==> src/rtl/adc_dly_pkg.sv <==
// adc_dly_pkg: shared state encoding and register-word field positions for the IDELAY loader
package adc_dly_pkg;
  typedef enum logic [2:0] {
    S_IDLE,
    S_CAPTURE,
    S_CHECK,
    S_PULSE,
    S_WAIT,
    S_DONE
  } state_t;
  localparam int TAP_LSB  = 0;
  localparam int MASK_LSB = 8;
  localparam int ALL_BIT  = 30;
  localparam int TOG_BIT  = 31;
endpackage

==> src/rtl/adc_dly_trig.sv <==
// adc_dly_trig: registers the software word, detects load toggles and holds one pending request
module adc_dly_trig
  import adc_dly_pkg::*;
(
  input  logic        user_clk,
  input  logic        user_rst,
  input  logic [31:0] load_word,
  input  logic        idle,
  input  logic        capture,
  output logic        trig,
  output logic        pend,
  output logic [31:0] sel_word
);
  logic [31:0] cfg_q;
  logic [31:0] pend_word;
  logic        tog_prev;
  logic        primed;
  assign trig     = primed & (cfg_q[TOG_BIT] ^ tog_prev);
  assign sel_word = pend ? pend_word : cfg_q;
  // The unprimed cycle seeds tog_prev from the incoming word so a toggle bit already set at boot is not a request
  always_ff @(posedge user_clk or posedge user_rst) begin
    if (user_rst) begin
      cfg_q     <= '0;
      pend_word <= '0;
      tog_prev  <= 1'b0;
      primed    <= 1'b0;
      pend      <= 1'b0;
    end else begin
      cfg_q    <= load_word;
      primed   <= 1'b1;
      tog_prev <= primed ? cfg_q[TOG_BIT] : load_word[TOG_BIT];
      if (trig && !idle) begin
        pend      <= 1'b1;
        pend_word <= cfg_q;
      end else if (capture) begin
        pend <= 1'b0;
      end
    end
  end
endmodule

==> src/rtl/adc_in_dly_loader.sv <==
// adc_in_dly_loader: walks the lane mask and emits one IDELAY load strobe per selected lane
module adc_in_dly_loader
  import adc_dly_pkg::*;
#(
  parameter int NUM_LANES     = 16,
  parameter int TAP_W         = 5,
  parameter int SETTLE_CYCLES = 4,
  parameter int CNT_W         = 16
) (
  input  logic                 user_clk,
  input  logic                 user_rst,
  input  logic [31:0]          load_word,
  output logic [NUM_LANES-1:0] dly_ld,
  output logic [TAP_W-1:0]     dly_val,
  output logic                 busy,
  output logic                 done,
  output logic [CNT_W-1:0]     load_count
);
  localparam int LW = (NUM_LANES > 1) ? $clog2(NUM_LANES) : 1;
  localparam int SW = $clog2(SETTLE_CYCLES + 1);
  state_t               state;
  logic [LW-1:0]        lane;
  logic [SW-1:0]        wcnt;
  logic [NUM_LANES-1:0] mask_r;
  logic                 trig;
  logic                 pend;
  logic [31:0]          sel_word;
  logic                 last_lane;
  logic                 unused_sel;
  assign busy       = state != S_IDLE;
  assign done       = state == S_DONE;
  assign last_lane  = lane == LW'(NUM_LANES - 1);
  assign unused_sel = ^sel_word;
  adc_dly_trig u_trig (
    .user_clk (user_clk),
    .user_rst (user_rst),
    .load_word(load_word),
    .idle     (state == S_IDLE),
    .capture  (state == S_CAPTURE),
    .trig     (trig),
    .pend     (pend),
    .sel_word (sel_word)
  );
  // Sequencer: strobes are registered on the CHECK->PULSE transition so they coincide with PULSE
  always_ff @(posedge user_clk or posedge user_rst) begin
    if (user_rst) begin
      state      <= S_IDLE;
      lane       <= '0;
      wcnt       <= '0;
      mask_r     <= '0;
      dly_ld     <= '0;
      dly_val    <= '0;
      load_count <= '0;
    end else begin
      dly_ld <= '0;
      case (state)
        S_IDLE: if (trig || pend) state <= S_CAPTURE;
        S_CAPTURE: begin
          dly_val <= sel_word[TAP_LSB +: TAP_W];
          mask_r  <= sel_word[ALL_BIT] ? '1 : sel_word[MASK_LSB +: NUM_LANES];
          lane    <= '0;
          state   <= S_CHECK;
        end
        S_CHECK: begin
          if (mask_r[lane]) begin
            dly_ld <= NUM_LANES'(1) << lane;
            state  <= S_PULSE;
          end else if (last_lane) begin
            state <= S_DONE;
          end else begin
            lane  <= lane + 1'b1;
            state <= S_CHECK;
          end
        end
        S_PULSE: begin
          wcnt  <= '0;
          state <= S_WAIT;
        end
        S_WAIT: begin
          if (wcnt != SW'(SETTLE_CYCLES - 1)) begin
            wcnt <= wcnt + 1'b1;
          end else if (last_lane) begin
            state <= S_DONE;
          end else begin
            lane  <= lane + 1'b1;
            state <= S_CHECK;
          end
        end
        S_DONE: begin
          load_count <= load_count + 1'b1;
          state      <= (pend || trig) ? S_CAPTURE : S_IDLE;
        end
        default: state <= S_IDLE;
      endcase
    end
  end
endmodule

==> config.mk <==
export PLATFORM = sky130hd
export DESIGN_NAME = adc_in_dly_loader
export DESIGN_NICKNAME = d
export VERILOG_FILES = /design/src/rtl/adc_dly_pkg.sv /design/src/rtl/adc_dly_trig.sv /design/src/rtl/adc_in_dly_loader.sv
export SDC_FILE = /design/constraint.sdc
export NUM_CORES = 1
export LEC_CHECK = 0
export CAP_MARGIN = 0
export CORE_MARGIN = 2
export CORE_UTILIZATION = 45
export DETAILED_ROUTE_END_ITERATION = 7
export PLACE_DENSITY = 0.69
export SETUP_SLACK_MARGIN = 0.4
export SLEW_MARGIN = 20
export SYNTH_ARGS = -nofsm -noshare
export SYNTH_HDL_FRONTEND = slang
export SYNTH_SLANG_ARGS = --single-unit
==> constraint.sdc <==
create_clock -name user_clk -period 10.85 [get_ports user_clk]
set_input_delay 3.255 -clock user_clk [delete_from_list [all_inputs] [get_ports user_clk]]
set_output_delay 3.255 -clock user_clk [all_outputs]
set_load 0.03 [all_outputs]
# [After elaboration in Yosys (flattened, before gate mapping)]
# Cells that the tools add are included.
[word_totals] reg_bits=129 wordCells=62
[classes] add_sub_neg=3 magnitude_cmp=1 eq_ne=11 shifts=1 n_mux=21 n_bitwise=2 n_reduce_logical=11
[op_table] cell="$mux W16" n=3
[op_table] cell="$mux W31" n=1
[op_table] cell="$pmux W3 S6" n=1
[op_table] cell="$add A16 B1 Y16 const B" n=1
[op_table] cell="$shl A1 B4 Y16 const A" n=1
[op_table] cell="$mux W3" n=5
[op_table] cell="$mux W4" n=3
[op_table] cell="$pmux W4 S3" n=1
[op_table] cell="$ne A2 B2 Y1 const B" n=4
[op_table] cell="$eq A3 B2 Y1 const B" n=2
[op_table] cell="$eq A3 B3 Y1 const B" n=2
[op_table] cell="$pmux W3 S2" n=1
[op_table] cell="$reduce_bool A3 Y1" n=2
[op_table] cell="$lt A4 B5 Y1 const B" n=1
[op_table] cell="$mux W1" n=5
[op_table] cell="$add A4 B1 Y4 const B" n=1
[op_table] cell="$bmux W1 S4" n=1
[op_table] cell="$eq A4 B4 Y1 const B" n=1
[op_table] cell="$reduce_and A2 Y1" n=2
[op_table] cell="$reduce_bool A2 Y1" n=2
[op_table] cell="$add A3 B1 Y3 const B" n=1
[op_table] cell="$eq A3 B1 Y1 const B" n=1
[op_table] cell="$logic_not A3 Y1" n=1
[op_table] cell="$ne A3 B2 Y1 const B" n=1
[op_table] cell="other kinds (6)" n=6

# [Logic depth before layout (Yosys ltp)]
[depth] word_depth=5 ltp_mapped=9

# [Hierarchy]
# Synthesis repeated with hierarchy kept, for this count alone.
[unflattened] cells_unflattened=443 hier_area_um2=5637.9
[modules_own_cells] module="adc_in_dly_loader" instances=1 cells_per_inst=293 area_each_um2=3007.9 seq_area_each_um2=1576.5
[modules_own_cells] module="adc_dly_trig" instances=1 cells_per_inst=150 area_each_um2=2630.0 seq_area_each_um2=1676.6

# [Least setup slack after synthesis]
# Ideal clock, no wire load.
[synth_timing] path_kind="reg2out" from="register state[2]" to="output busy" t_arrival_ns=1.037 setup_slack_ns=6.558 stages_incl_launch_ff=3 cell_sequence="dfrtp_1 -> buf_2 -> or3_1"
[synth_between] elab_chain_len=1
[synth_lines] item="from (decl)" line_no="adc_in_dly_loader.sv:21" rtl="state_t state;"
[synth_lines] item="from (signal assigned)" line_no="adc_in_dly_loader.sv:91" rtl="state <= (pend || trig) ? S_CAPTURE : S_IDLE;"
[synth_lines] item="$reduce_bool A3 Y1" line_no="adc_in_dly_loader.sv:30" rtl="assign busy = state != S_IDLE;"
[synth_lines] item="to (decl)" line_no="adc_in_dly_loader.sv:15" rtl="output logic busy,"
# Every way passes these cells.

# [Worst setup path in the final report]
[layout_timing] from="register state[2]" to="output done"
[layout_between] elab_chain_len=1
[layout_lines] item="$eq A3 B3 Y1" line_no="adc_in_dly_loader.sv:31" rtl="assign done = state == S_DONE;"
[layout_lines] item="to (decl)" line_no="adc_in_dly_loader.sv:16" rtl="output logic done,"
# Every way passes these cells.

==> results.md <==
- The run finished with clean final reports.
- The worst path arrival time is 2120 ps.
- Sorting the synthesized cells by area gives the leading types as sky130_fd_sc_hd__dfrtp_1, sky130_fd_sc_hd__mux2i_1, sky130_fd_sc_hd__mux2_2.
- The leading cell type in the layout, fill and taps excluded is sky130_fd_sc_hd__dfrtp_1.
- The worst-skew pair later-pin latency is 370 ps.
- The maximum clock frequency is 0.186 GHz.
- The number of instances in the synthesized netlist is 370.
- Among all flip-flop cells after synthesis, the most frequent one is sky130_fd_sc_hd__dfrtp_1.
- Measured on the finished design, the core utilization comes to 0.547.
- At the pin with the least slew margin, the transition time is 958 ps.
- The required time of the critical path is 7600 ps.
- The critical hold path startpoint is load_count[15].
- The width of the die is 106 um.
- The total wire length is 7730 um.
- For this design, the CTS-stage hold fixing added 0 buffers.
- The global-route wire length before repair is 13700 um.
- The critical path is of the flop to output pin type.
- The maximum count of clock buffers along a single path is 2.
- The routability congestion estimate is 0.758.
- The number of routed nets with antenna violations is 0.
- The die covers 0.0111 mm^2.
- TritonCTS built the clock tree.
- In this run the static leakage power is 2.45 nW.
- The global-route congestion overflow total is 0.
- The pre-antenna-repair detailed-routing pass consisted of 4 iterations.
- The count of input and output buffers is 63.
- In this run the post-CTS setup repair buffer count came out at 0.
- The total vias in the final route is 2882.
- Dividing the detail-routed wire length by the instance count gives 13.6 um.
- 73 I/O pins were placed.
- The top fanout value on the critical path is 11.
- The core region area is 0.0102 mm^2.
- The Yosys step of the flow raised 0 warnings.
- The total track usage is 0.154.
- The tool flagged a number of max-cap violations equal to 0.
- Headroom to the max-slew limit came out at 0.360.
- In this run the critical register-to-register path is launched from state[2].
- The final hold violation count is 0.
- The distinct cell type count of the synthesized netlist is 47.
- Clock tree synthesis inserted a total of 9 buffers.
- After detailed routing, the number of vias per cell comes to 5.07.
- The peak supply drop is 91.0 uV.
- The number of enable-type register cells in the synthesized netlist is 0.
- The proportion of layout cells with a drive suffix above 1 is 0.0970.
- The netlist area before placement is 0.00464 mm^2.
- The number of H-tree levels is 3.
- A synthesized cell averages 12.5 um^2.
- The clock input transition at the sequential cells of the worst setup and hold paths is 100 ps.
- In the finished design, the share of the clock period the worst path needs comes to 0.495.
- The tree is rooted in a sky130_fd_sc_hd__clkbuf_8.
- For this run, the register share of the synthesized area comes to 0.598.
- The non-filler instance count after layout is 569.
- The via count of the first global-routing pass was 2895.
- The number of cells on the worst reg-to-reg path is 3.
- 0 antenna diodes ended up in the layout.
- After detailed routing, the number of remaining DRC violations is 0.
- The worst setup skew after layout is 16.9 ps.
- For this design, the sink count on the clock tree is 111.
- The net count of the finished layout is 471.
- Power spread over the standard cell area amounts to 227 mW/mm^2.
- In the final timing run, aggregate negative setup slack is 0 ps.
- The completed layout was analyzed and its total power is 1.26 mW.
- In the layout the commonest cells are sky130_fd_sc_hd__dfrtp_1, sky130_fd_sc_hd__clkdlybuf4s50_1, sky130_fd_sc_hd__nor2_1.
- Setup repair after global routing left no endpoint under its margin.
- The number of max-slew violations in the final report is 0.
- The share of flip-flops with an asynchronous set or reset is 1.00.
- The starting utilization of the core area is 0.456.
- The number of cells in the design after placement is 553.
- Summed over all nets, the half-perimeter wirelength after detailed placement is 5330 um.
- The worst hold-check path type is flop to flop.
- The type of destination of the critical path is an output pin.
- The capture point of the worst reg-to-reg path is u_trig.pend_word[22].
- The quantity of gates resized following cts is 0.
- The initial DRC count is 119.
- Of the post-synthesis cell area, the dominant cell type holds 0.598.
- Setup violations remaining at the end of the flow were counted as 0.
- The number of placement rows is 37.
- The cell count of the worst hold path is 1.
- The net count after synthesis is 413.
- The worst register-to-register path has a setup slack of 8610 ps.
- STA classifies the critical path startpoint as a flop.
- The vertical die dimension is 106 um.
- Entering global routing, the biggest net connects 65 pins.
- The shortest period the worst path allows is 5380 ps.
- The number of antenna violations at the first check in global routing was 0.
- The end point of the most critical hold path is load_count[15].
- The largest total area in the synthesized netlist belongs to sky130_fd_sc_hd__dfrtp_1.
- After synthesis the netlist holds a flip-flop and latch count of 111.
- From synthesis to final layout, the design area changed by 19.9%.
## stage by stage
stage / setup slack [ps] / hold slack [ps] / area, um^2
finish: 5470 / 488 / 5570
floorplan: 4660 / 457 / 4640
detailed placement: 5870 / 474 / 5390
global route: 5300 / 517 / 5570
CTS: 5460 / 492 / 5570
global placement: 5890 / 462 / 5390
## how the worst max path moves through the flow
stage,start,end,slack (ps)
4_1_cts,state[2],done,5460
3_3_place_gp,user_rst,u_trig.cfg_q[18],5890
5_1_grt,state[2],done,5300
6_report,state[2],done,5470
2_1_floorplan,user_rst,dly_ld[0],4660
3_5_place_dp,user_rst,u_trig.pend_word[19],5870
## area by class of cell
| cell class | count | area (um^2) |
|---|---|---|
| Clock buffer | 9 | 124 |
| Clock inverter | 7 | 57.6 |
| Fill cell | 902 | 4620 |
| Inverter | 8 | 32.5 |
| Multi-Input combinational cell | 232 | 1750 |
| Sequential cell | 111 | 2780 |
| Tap cell | 136 | 170 |
| Timing Repair Buffer | 66 | 653 |
## registers in the layout (all words and copies together) (netlist names)
| name | flops |
|---|---|
| dly_val | 5 |
| u_trig.pend_word | 22 |
| u_trig.primed | 1 |
| wcnt | 3 |
| u_trig.pend | 1 |
| state | 3 |
| dly_ld | 16 |
| load_count | 16 |
| u_trig.tog_prev | 1 |
| u_trig.cfg_q | 23 |
| lane | 4 |
| mask_r | 16 |
## critical path, cell delays in order (launching register included)
cell and delay, ps:
sky130_fd_sc_hd__dfrtp_1 580, sky130_fd_sc_hd__nor2b_1 220, sky130_fd_sc_hd__nand2_1 130, sky130_fd_sc_hd__inv_2 140, sky130_fd_sc_hd__clkdlybuf4s50_1 680
## cell usage after synthesis (all sizes together) (2+ instances only)
library cell	count
nor2b	4
nand3	6
o31a	2
a21oi	27
and2	15
xor2	5
nand2	18
ha	9
mux2i	27
mux2	23
nor3b	2
dfrtp	111
clkbuf	12
inv	8
and4	4
xnor2	11
nor2	32
nor3	6
o21ai	3
nand4	3
mux4	5
and3	8
o21a	2
a211oi	2
a22o	2
or3	2
buf	7
## cells by family after synthesis
logic type	Yosys count	synth area share
AO/OA/AOI/OAI	46	0.0623
XOR/XNOR	16	0.0302
adder cells (fa/ha/maj)	10	0.0264
buffers and inverters	27	0.0251
flip-flops	111	0.598
multiplexers	55	0.143
other	1	0.000808
AND/OR/NAND/NOR	104	0.114
## power breakdown
part	internal [mW]	leakage, nW	total, mW	switching [mW]
sequential	0.514	1.36	0.593	0.0782
clock	0.0862	0.0813	0.228	0.142
combinational	0.214	1.01	0.443	0.229
## per-layer routing
| layer | share of wire | track usage | up-vias |
|---|---|---|---|
| li1 | - | - | 1402 |
| met1 | 0.46 | 0.211 | 1422 |
| met2 | 0.49 | 0.242 | 52 |
| met3 | 0.041 | 0.0408 | 6 |
| met4 | 0.0085 | 0.0508 | 0 |
| met5 | 0 | 0 | - |
Power figures use the tool's default switching activity.
